## config.mk

```make
export PLATFORM = sky130hd
export DESIGN_NAME = nsctrl_handover_flat
export DESIGN_NICKNAME = d
export VERILOG_FILES = /design/src/rtl/nsctrl_handover_if.sv /design/src/rtl/nsctrl_handover.sv /design/src/flat_wrapper.sv
export SDC_FILE = /design/constraint.sdc
export NUM_CORES = 1
export LEC_CHECK = 0
export CORE_ASPECT_RATIO = 0.8
export CORE_MARGIN = 1.5
export CORE_UTILIZATION = 45
export DETAILED_ROUTE_END_ITERATION = 10
export GPL_ROUTABILITY_DRIVEN = 1
export MAX_ROUTING_LAYER = met4
export PLACE_DENSITY = 0.66
export SYNTH_ARGS = -nofsm -noshare
export SYNTH_HDL_FRONTEND = slang
export SYNTH_SLANG_ARGS = --single-unit
```

## constraint.sdc

```tcl
create_clock -name clk_sys -period 2.15 [get_ports clk_sys]
set_input_delay 0.43 -clock clk_sys [delete_from_list [all_inputs] [get_ports clk_sys]]
set_output_delay 0.43 -clock clk_sys [all_outputs]
set_load 0.005 [all_outputs]
```

## src/rtl/nsctrl_handover_if.sv

```systemverilog
// Handover control bundle between the NMR output-mux controller and its environment.
interface nsctrl_handover_if;
  logic req_sel;
  logic busy_s;
  logic busy_n;
  logic err_clr;
  logic change;
  logic en_s;
  logic en_n;
  logic safe_force;
  logic sw_pending;
  logic sw_done;
  logic err;

  modport slave (
    input  req_sel, busy_s, busy_n, err_clr,
    output change, en_s, en_n, safe_force, sw_pending, sw_done, err
  );

  modport master (
    output req_sel, busy_s, busy_n, err_clr,
    input  change, en_s, en_n, safe_force, sw_pending, sw_done, err
  );
endinterface

```

## src/rtl/nsctrl_handover.sv

```systemverilog
// Sequencer-select controller for the NMR output mux: swaps between the s and n
// sequencers only once the active one has drained, with forced-safe guard intervals.
module nsctrl_handover #(
  parameter int unsigned GUARD_CYC   = 16,
  parameter int unsigned TIMEOUT_CYC = 4096,
  parameter int unsigned CNT_W       = 13
) (
  input  logic                 clk_sys,
  input  logic                 rst_n,
  nsctrl_handover_if.slave     hb
);

  typedef enum logic [2:0] {
    ST_IDLE,
    ST_DRAIN,
    ST_GUARD1,
    ST_SWAP,
    ST_GUARD2
  } state_t;

  localparam logic [CNT_W-1:0] G_LAST  = CNT_W'(GUARD_CYC - 1);
  localparam logic [CNT_W-1:0] TO_LAST = CNT_W'(TIMEOUT_CYC - 1);

  state_t           r_state;
  logic [CNT_W-1:0] r_cnt;
  logic             r_change;
  logic             r_en_s;
  logic             r_en_n;
  logic             r_safe;
  logic             r_pend;
  logic             r_done;
  logic             r_err;

  logic w_busy_cur;
  logic w_req_mismatch;

  // The non-selected sequencer's busy never influences the controller.
  assign w_busy_cur     = r_change ? hb.busy_n : hb.busy_s;
  assign w_req_mismatch = (hb.req_sel != r_change);

  always_ff @(posedge clk_sys) begin
    if (!rst_n) begin
      r_state  <= ST_IDLE;
      r_cnt    <= '0;
      r_change <= 1'b0;
      r_en_s   <= 1'b1;
      r_en_n   <= 1'b0;
      r_safe   <= 1'b0;
      r_pend   <= 1'b0;
      r_done   <= 1'b0;
      r_err    <= 1'b0;
    end else begin
      r_done <= 1'b0;
      // Clear first so a timeout in the same cycle (assigned below) wins.
      if (hb.err_clr) r_err <= 1'b0;

      case (r_state)
        ST_IDLE: begin
          r_cnt <= '0;
          if (w_req_mismatch && !r_err) begin
            r_state <= ST_DRAIN;
            r_en_s  <= 1'b0;
            r_en_n  <= 1'b0;
            r_pend  <= 1'b1;
          end
        end

        ST_DRAIN: begin
          if (!w_req_mismatch) begin
            r_state <= ST_IDLE;
            r_cnt   <= '0;
            r_en_s  <= !r_change;
            r_en_n  <= r_change;
            r_pend  <= 1'b0;
          end else if (!w_busy_cur) begin
            r_state <= ST_GUARD1;
            r_cnt   <= '0;
            r_safe  <= 1'b1;
          end else if (r_cnt == TO_LAST) begin
            r_state <= ST_IDLE;
            r_cnt   <= '0;
            r_err   <= 1'b1;
            r_en_s  <= !r_change;
            r_en_n  <= r_change;
            r_pend  <= 1'b0;
          end else begin
            r_cnt <= r_cnt + CNT_W'(1);
          end
        end

        ST_GUARD1: begin
          if (r_cnt == G_LAST) begin
            r_state <= ST_SWAP;
            r_cnt   <= '0;
          end else begin
            r_cnt <= r_cnt + CNT_W'(1);
          end
        end

        ST_SWAP: begin
          r_state  <= ST_GUARD2;
          r_cnt    <= '0;
          r_change <= !r_change;
        end

        ST_GUARD2: begin
          if (r_cnt == G_LAST) begin
            r_state <= ST_IDLE;
            r_cnt   <= '0;
            r_safe  <= 1'b0;
            r_en_s  <= !r_change;
            r_en_n  <= r_change;
            r_pend  <= 1'b0;
            r_done  <= 1'b1;
          end else begin
            r_cnt <= r_cnt + CNT_W'(1);
          end
        end

        default: begin
          r_state <= ST_IDLE;
          r_cnt   <= '0;
        end
      endcase
    end
  end

  assign hb.change     = r_change;
  assign hb.en_s       = r_en_s;
  assign hb.en_n       = r_en_n;
  assign hb.safe_force = r_safe;
  assign hb.sw_pending = r_pend;
  assign hb.sw_done    = r_done;
  assign hb.err        = r_err;

endmodule
```

## src/flat_wrapper.sv

```systemverilog
// flat-port wrapper written by rule: the top's interface ports become plain ports
module nsctrl_handover_flat 
#(
  parameter int unsigned GUARD_CYC   = 16,
  parameter int unsigned TIMEOUT_CYC = 4096,
  parameter int unsigned CNT_W       = 13
)
  (clk_sys, rst_n, hb_req_sel, hb_busy_s, hb_busy_n, hb_err_clr, hb_change, hb_en_s, hb_en_n, hb_safe_force, hb_sw_pending, hb_sw_done, hb_err);
  nsctrl_handover_if hb_i ();
  input  logic clk_sys;
  input  logic rst_n;
  input wire logic [$bits(hb_i.req_sel)-1:0] hb_req_sel;
  input wire logic [$bits(hb_i.busy_s)-1:0] hb_busy_s;
  input wire logic [$bits(hb_i.busy_n)-1:0] hb_busy_n;
  input wire logic [$bits(hb_i.err_clr)-1:0] hb_err_clr;
  output wire logic [$bits(hb_i.change)-1:0] hb_change;
  output wire logic [$bits(hb_i.en_s)-1:0] hb_en_s;
  output wire logic [$bits(hb_i.en_n)-1:0] hb_en_n;
  output wire logic [$bits(hb_i.safe_force)-1:0] hb_safe_force;
  output wire logic [$bits(hb_i.sw_pending)-1:0] hb_sw_pending;
  output wire logic [$bits(hb_i.sw_done)-1:0] hb_sw_done;
  output wire logic [$bits(hb_i.err)-1:0] hb_err;
  assign hb_i.req_sel = hb_req_sel;
  assign hb_i.busy_s = hb_busy_s;
  assign hb_i.busy_n = hb_busy_n;
  assign hb_i.err_clr = hb_err_clr;
  assign hb_change = hb_i.change;
  assign hb_en_s = hb_i.en_s;
  assign hb_en_n = hb_i.en_n;
  assign hb_safe_force = hb_i.safe_force;
  assign hb_sw_pending = hb_i.sw_pending;
  assign hb_sw_done = hb_i.sw_done;
  assign hb_err = hb_i.err;
  nsctrl_handover #(.GUARD_CYC(GUARD_CYC), .TIMEOUT_CYC(TIMEOUT_CYC), .CNT_W(CNT_W)) u_core (.clk_sys(clk_sys), .rst_n(rst_n), .hb(hb_i));
endmodule
```

==> impl_results.md, run 1 <==
- EDFF count, synth: 0
- Hold-fix buffers at CTS: 0
- Clock transition at path regs: 0.12 ns
- Crit path capture type: flip-flop
- Via Count: 897
- Die width: 60.25 um
- Hold Crit Class: reg -> reg
- Placed cells: 173
- Fillers: 242
- RR Endpoint: u_core.r_cnt[2]$_SDFF_PN0_
- First-pass GRT wire length: 3988 um
- Final hold violations: 0
- Initial Util: 0.4792
- Max Cap Viol: 0
- Crit Path Class: reg -> reg
- Sw Share: 0.2463
- Max reg flops: 13
- All-layer global routing usage: 0.1865
- Port-buffer cells: 12
- Net load switching power: 0.1814 mW
- Worst EP arrival: 2.19 ns
- YS warnings: 0
- Post_cts resized: 0
- Reg2reg start: u_core.r_cnt[0]$_SDFF_PN0_
- Seq pwr share: 0.605
- Logic pwr share: 0.126
- Final layout net count: 149
- Avg Inst Size Synth: 9.515 um2
- Most flop-heavy register: u_core.r_cnt
- Clk pwr share: 0.269
- Post-synth top area share: 0.3902
- Syn Inst Count: 124
- CTS Buffer Depth: 2
- Post-synthesis sequential area ratio: 0.3902
- Regs by FF count: u_core.r_cnt: 13 flops, u_core.r_state: 3 flops
- Clock sink count: 23
- Unrepaired setup endpoints after global routing: no
- Predominant post-synthesis flop cell: dfxtp_1
- Hold depth: 1
- Leakage: 0.4505 nW
- Post-Syn Nets: 131
- Post-synth top cells: dfxtp_1 (23), nor2_1 (15), xnor2_1 (9)
- Peak supply drop: 0.3051 mV
- Final worst-path setup slack: 0.1565 ns
- Synthesized cell area: 1180 um2
- Post-route cell area: 1375 um2
- Fin. max-slew vios: 0
- Post-detailed-route wirelength per cell: 12.80 um
- Ant. Diodes: 0
- Initial antenna violation count: 0
- Global placement routability congestion: 0.8653
- Main area contributors after synthesis: dfxtp_1 (39%), nor2_4 (7.6%), xnor2_1 (6.7%), nor2_1 (4.8%), xor2_1 (3.0%)
- Top-count cell post-synth: dfxtp_1
- CP Launch Type: flip-flop
- CTS tree: built
- Post-synth top area cell: dfxtp_1
- Final Skew: 0.008439 ns
- Total wire length: 2266 um
- Non-Filler Instances: 177
- Hold path startpoint: u_core.r_cnt[0]$_SDFF_PN0_
- Number of synthesized register bits: 23
- Die area: 2940 um2
- Hold slack: 0.4653 ns
- Pwr dens: 535.6 nW/um2
- Antenna Nets Post-Route: 0
- P&R area growth vs syn: 16.54%
- Pin count of the biggest net entering global routing: 14
- Gr ovfl total: 0
- Vias in the first global route: 857
- Core area: 2462 um2
- Status: finished, final reports clean
- I/O pin cnt: 13
- Layout cells sized above 1: 0.1986
- Reg2Reg Depth: 6
- Setup Viol. Count Final: 0
- Clk Latency, worst-skew pair: 0.32 ns
- Flop-to-flop setup slack: 0.16 ns
- Worst EP required: 2.35 ns
- Minimum clock period: 1.993 ns
- Root Buffer: clkbuf_4
- CP startpoint: u_core.r_cnt[0]$_SDFF_PN0_
- DRT iter0 DRCs: 20
- Placement Setup Slack: -0.06215 ns
- Hpwl dp: 1766 um
- Distinct cells, synth: 40
- TritonCTS Buffers: 3
- Row cnt: 16
- Final Cycle Share: 0.9272
- Post-layout util: 0.5584
- Routed vias/inst: 5.068
- CP max FO: 12
- Asr flop ratio synth: 0
- Max H-tree Level: 1
- # Post-CTS Setup Buffers: 0
- 1st-pass router iterations: 4
- Die Y: 48.80 um
- FMAX: 501.6 MHz
- Slew headroom: 0.5693
- Int Power: 0.5551 mW
- Worst slew pin tran: 0.6443 ns
- Remaining DRCs: 0
- Post-DP Area: 1348 um2
- Min-Delay Endpoint: u_core.r_cnt[0]$_SDFF_PN0_
## cells in the final DEF, fill, tap and decap left out, types with 2 or more instances in the layout
master,netlist,final
a21oi_1,6,6
clkbuf_4,0,3
nor3_1,3,3
o21ai_0,2,2
clkdlybuf4s50_1,0,12
mux2i_1,2,2
nor2_2,2,2
nand3_1,3,3
and3_1,5,5
dfxtp_1,23,23
inv_1,3,3
nor2_1,15,15
nor2b_1,2,2
nor2_4,8,8
xor2_1,4,4
nand2_1,7,7
nor4_1,2,2
buf_4,0,5
xnor2_1,9,9
nand4_1,3,3
## worst max path at each step
stage | to | slack, ns | cells after the start
2_1_floorplan | u_core.hb.en_s$_SDFFE_PN1P_ | 0.47 | 6
3_3_place_gp | u_core.hb.en_s$_SDFFE_PN1P_ | 0.02 | 7
3_5_place_dp | u_core.r_cnt[2]$_SDFF_PN0_ | -0.06 | 6
4_1_cts | u_core.r_cnt[2]$_SDFF_PN0_ | 0.14 | 6
5_1_grt | u_core.r_cnt[2]$_SDFF_PN0_ | 0.004 | 6
6_report | u_core.r_cnt[2]$_SDFF_PN0_ | 0.16 | 6
## cell families (layout without fill, tap and decap cells)
kind of cell | Yosys count | in the layout | share of synthesized area
DFF | 23 | 23 | 0.3902
buffers and inverters | 7 | 24 | 0.03923
AOI/OAI and AO/OA | 19 | 19 | 0.1262
xor gates and xnor gates | 13 | 13 | 0.09650
adders and majority gates | 1 | 1 | 0.01060
muxes | 2 | 2 | 0.01697
and+or+nand+nor | 59 | 59 | 0.3203
## power groups by stage
stage          registers (mW)  clock network, mW  logic [mW]
3_3_place_gp            0.454                  0      0.0899
2_1_floorplan           0.450                  0      0.0599
6_report                0.446              0.198      0.0926
4_1_cts                 0.446              0.210      0.0923
5_1_grt                 0.447              0.227       0.100
3_5_place_dp            0.455                  0      0.0921
## layer usage
layer | vias to the layer above | part of all wire | track usage
met4 | 0 | 0.0084 | 0.03333
met3 | 4 | 0.050 | 0.05570
met1 | 407 | 0.50 | 0.2669
met2 | 21 | 0.44 | 0.2645
met5 | - | 0 | -
li1 | 465 | - | -
## cell type report
class | count | area, um2 | share of cell area
Clock buffer | 3 | 22.52 | 0.01638
Clock inverter | 1 | 5.005 | 0.003640
Inverter | 3 | 11.26 | 0.008189
Multi-Input combinational cell | 94 | 673.1 | 0.4895
Sequential cell | 23 | 460.4 | 0.3348
Tap cell | 36 | 45.04 | 0.03276
Timing Repair Buffer | 17 | 157.7 | 0.1146
## worst max-delay path, stage by stage (launching register included)
cell	delay, ns
dfxtp_1	0.39
ha_1	0.22
and4_1	0.27
nand4_1	0.14
o21a_2	0.24
o21bai_4	0.52
nor2_1	0.10
## per-stage QoR
stage | setup TNS [ns] | power (mW)
global route | 0 | 0.7749
detailed placement | -0.2546 | 0.5473
floorplan | 0 | 0.5102
CTS | 0 | 0.7478
finish | 0 | 0.7365
global placement | 0 | 0.5444
Power figures use the tool's default switching activity.
==> run 2: changes to the inputs <==
--- a/config.mk
+++ b/config.mk
@@ -12,6 +12,7 @@
 export GPL_ROUTABILITY_DRIVEN = 1
 export MAX_ROUTING_LAYER = met4
 export PLACE_DENSITY = 0.66
+export RECOVER_POWER = 25
 export SYNTH_ARGS = -nofsm -noshare
 export SYNTH_HDL_FRONTEND = slang
 export SYNTH_SLANG_ARGS = --single-unit
==> impl_results.md, run 2 (synthesized netlist as in run 1, its figures left out) <==
- Status: finished, final reports clean
- Peak supply drop: 0.3051 mV (about the same)
- RR Endpoint: u_core.r_cnt[2]$_SDFF_PN0_
- Core area: 2462 um2 (unchanged)
- Row cnt: 16 (unchanged)
- Post-detailed-route wirelength per cell: 12.80 um (unchanged)
- Reg2Reg Depth: 6 (unchanged)
- Minimum clock period: 1.993 ns (unchanged)
- CP max FO: 12 (unchanged)
- Slew headroom: 0.5693 (unchanged)
- TritonCTS Buffers: 3 (unchanged)
- Vias in the first global route: 857 (unchanged)
- Placed cells: 173 (unchanged)
- Root Buffer: clkbuf_4
- # Post-CTS Setup Buffers: 0 (unchanged)
- Clock transition at path regs: 0.12 ns (about the same)
- Hold Crit Class: reg -> reg
- Min-Delay Endpoint: u_core.r_cnt[0]$_SDFF_PN0_
- CTS Buffer Depth: 2 (unchanged)
- All-layer global routing usage: 0.1865 (unchanged)
- Max H-tree Level: 1 (unchanged)
- Hpwl dp: 1766 um (unchanged)
- Crit Path Class: reg -> reg
- Worst EP arrival: 2.19 ns (about the same)
- First-pass GRT wire length: 3988 um (unchanged)
- Clk Latency, worst-skew pair: 0.32 ns (about the same)
- Initial antenna violation count: 0 (unchanged)
- Final worst-path setup slack: 0.1565 ns (unchanged)
- Reg2reg start: u_core.r_cnt[0]$_SDFF_PN0_
- Via Count: 895 (-0.22%)
- Post_cts resized: 0 (unchanged)
- Routed vias/inst: 5.056 (-0.22%)
- Die Y: 48.80 um (unchanged)
- Max Cap Viol: 0 (unchanged)
- Pin count of the biggest net entering global routing: 14 (unchanged)
- Regs by FF count: u_core.r_cnt: 13 flops, u_core.r_state: 3 flops
- Clock sink count: 23 (unchanged)
- Max reg flops: 13 (unchanged)
- Hold slack: 0.4653 ns (unchanged)
- Non-Filler Instances: 177 (unchanged)
- Initial Util: 0.4792 (unchanged)
- Final Cycle Share: 0.9272 (unchanged)
- Unrepaired setup endpoints after global routing: no
- Final layout net count: 149 (unchanged)
- Final hold violations: 0 (unchanged)
- Hold depth: 1 (unchanged)
- CTS tree: built
- Remaining DRCs: 0 (unchanged)
- Worst slew pin tran: 0.6443 ns (unchanged)
- Die area: 2940 um2 (unchanged)
- Ant. Diodes: 0 (unchanged)
- Most common cell after layout, fill and taps aside: dfxtp_1
- Gr ovfl total: 0 (unchanged)
- Crit path capture type: flip-flop
- 1st-pass router iterations: 4 (unchanged)
- Worst EP required: 2.35 ns (about the same)
- DRT iter0 DRCs: 20 (unchanged)
- Flop-to-flop setup slack: 0.16 ns (about the same)
- Global placement routability congestion: 0.8653 (unchanged)
- P&R area growth vs syn: 16.54% (unchanged)
- I/O pin cnt: 13 (unchanged)
- Pwr dens: 535.0 nW/um2 (-0.11%)
- Most flop-heavy register: u_core.r_cnt
- Port-buffer cells: 12 (unchanged)
- CP Launch Type: flip-flop
- Fin. max-slew vios: 0 (unchanged)
- Leakage: 0.4575 nW (+1.5%)
- Die width: 60.25 um (unchanged)
- Final Skew: 0.008444 ns (+0.000004580 ns)
- Power, Total: 0.7357 mW (-0.11%)
- Placement Setup Slack: -0.06215 ns (unchanged)
- Total wire length: 2266 um (unchanged)
- Layout cells sized above 1: 0.1986 (unchanged)
- Setup Viol. Count Final: 0 (unchanged)
- Hold path startpoint: u_core.r_cnt[0]$_SDFF_PN0_
- Hold-fix buffers at CTS: 0 (unchanged)
- Commonest non-fill, non-tap cells in the layout: dfxtp_1 (23), nor2_1 (15), xnor2_1 (9), clkdlybuf4s50_1 (9), nor2_4 (8)
- FMAX: 501.6 MHz (unchanged)
- Antenna Nets Post-Route: 0 (unchanged)
[run 2: stage by stage]
step                utilization  TNS [ns]  instance area [um2]
detailed placement       0.5473   -0.2546                 1348
global route             0.5584         0                 1375
CTS                      0.5584         0                 1375
finish                   0.5584         0                 1375
floorplan                     -         0                 1180
global placement         0.5473         0                 1348
[run 2: power breakdown]
| part | leakage [nW] | internal, mW | switching [mW] | total (mW) |
|---|---|---|---|---|
| Sequential | 0.186 | 0.436 | 0.0102 | 0.446 |
| Clock | 0.0177 | 0.0697 | 0.128 | 0.198 |
| Combinational | 0.254 | 0.0491 | 0.0427 | 0.0918 |
[run 2: routing by layer]
metal	wire length, um	GRT usage
met1	1136	0.2669
met2	996	0.2645
met3	115	0.05570
met4	19	0.03333
met5	0	-
[run 2: how the worst max path moves through the flow]
stage                                from                          end  slack [ns]
2_1_floorplan  u_core.r_cnt[0]$_SDFF_PN0_  u_core.hb.en_s$_SDFFE_PN1P_        0.47
3_3_place_gp                   hb_req_sel  u_core.hb.en_s$_SDFFE_PN1P_        0.02
3_5_place_dp                   hb_req_sel   u_core.r_cnt[2]$_SDFF_PN0_       -0.06
4_1_cts        u_core.r_cnt[0]$_SDFF_PN0_   u_core.r_cnt[2]$_SDFF_PN0_        0.14
5_1_grt        u_core.r_cnt[0]$_SDFF_PN0_   u_core.r_cnt[2]$_SDFF_PN0_       0.004
6_report       u_core.r_cnt[0]$_SDFF_PN0_   u_core.r_cnt[2]$_SDFF_PN0_        0.16
[run 2: final cells by class]
| cell class | instances | area, um2 |
|---|---|---|
| Fill cell | 242 | 1087 |
| Multi-Input combinational cell | 94 | 673.1 |
| Sequential cell | 23 | 460.4 |
| Timing Repair Buffer | 17 | 157.7 |
| Tap cell | 36 | 45.04 |
| Clock buffer | 3 | 22.52 |
| Inverter | 3 | 11.26 |
| Clock inverter | 1 | 5.005 |
[run 2: worst max-delay path: stages, from the launching register on]
cell	delay (ns)
dfxtp_1	0.39
ha_1	0.22
and4_1	0.27
nand4_1	0.14
o21a_2	0.24
o21bai_4	0.52
nor2_1	0.10
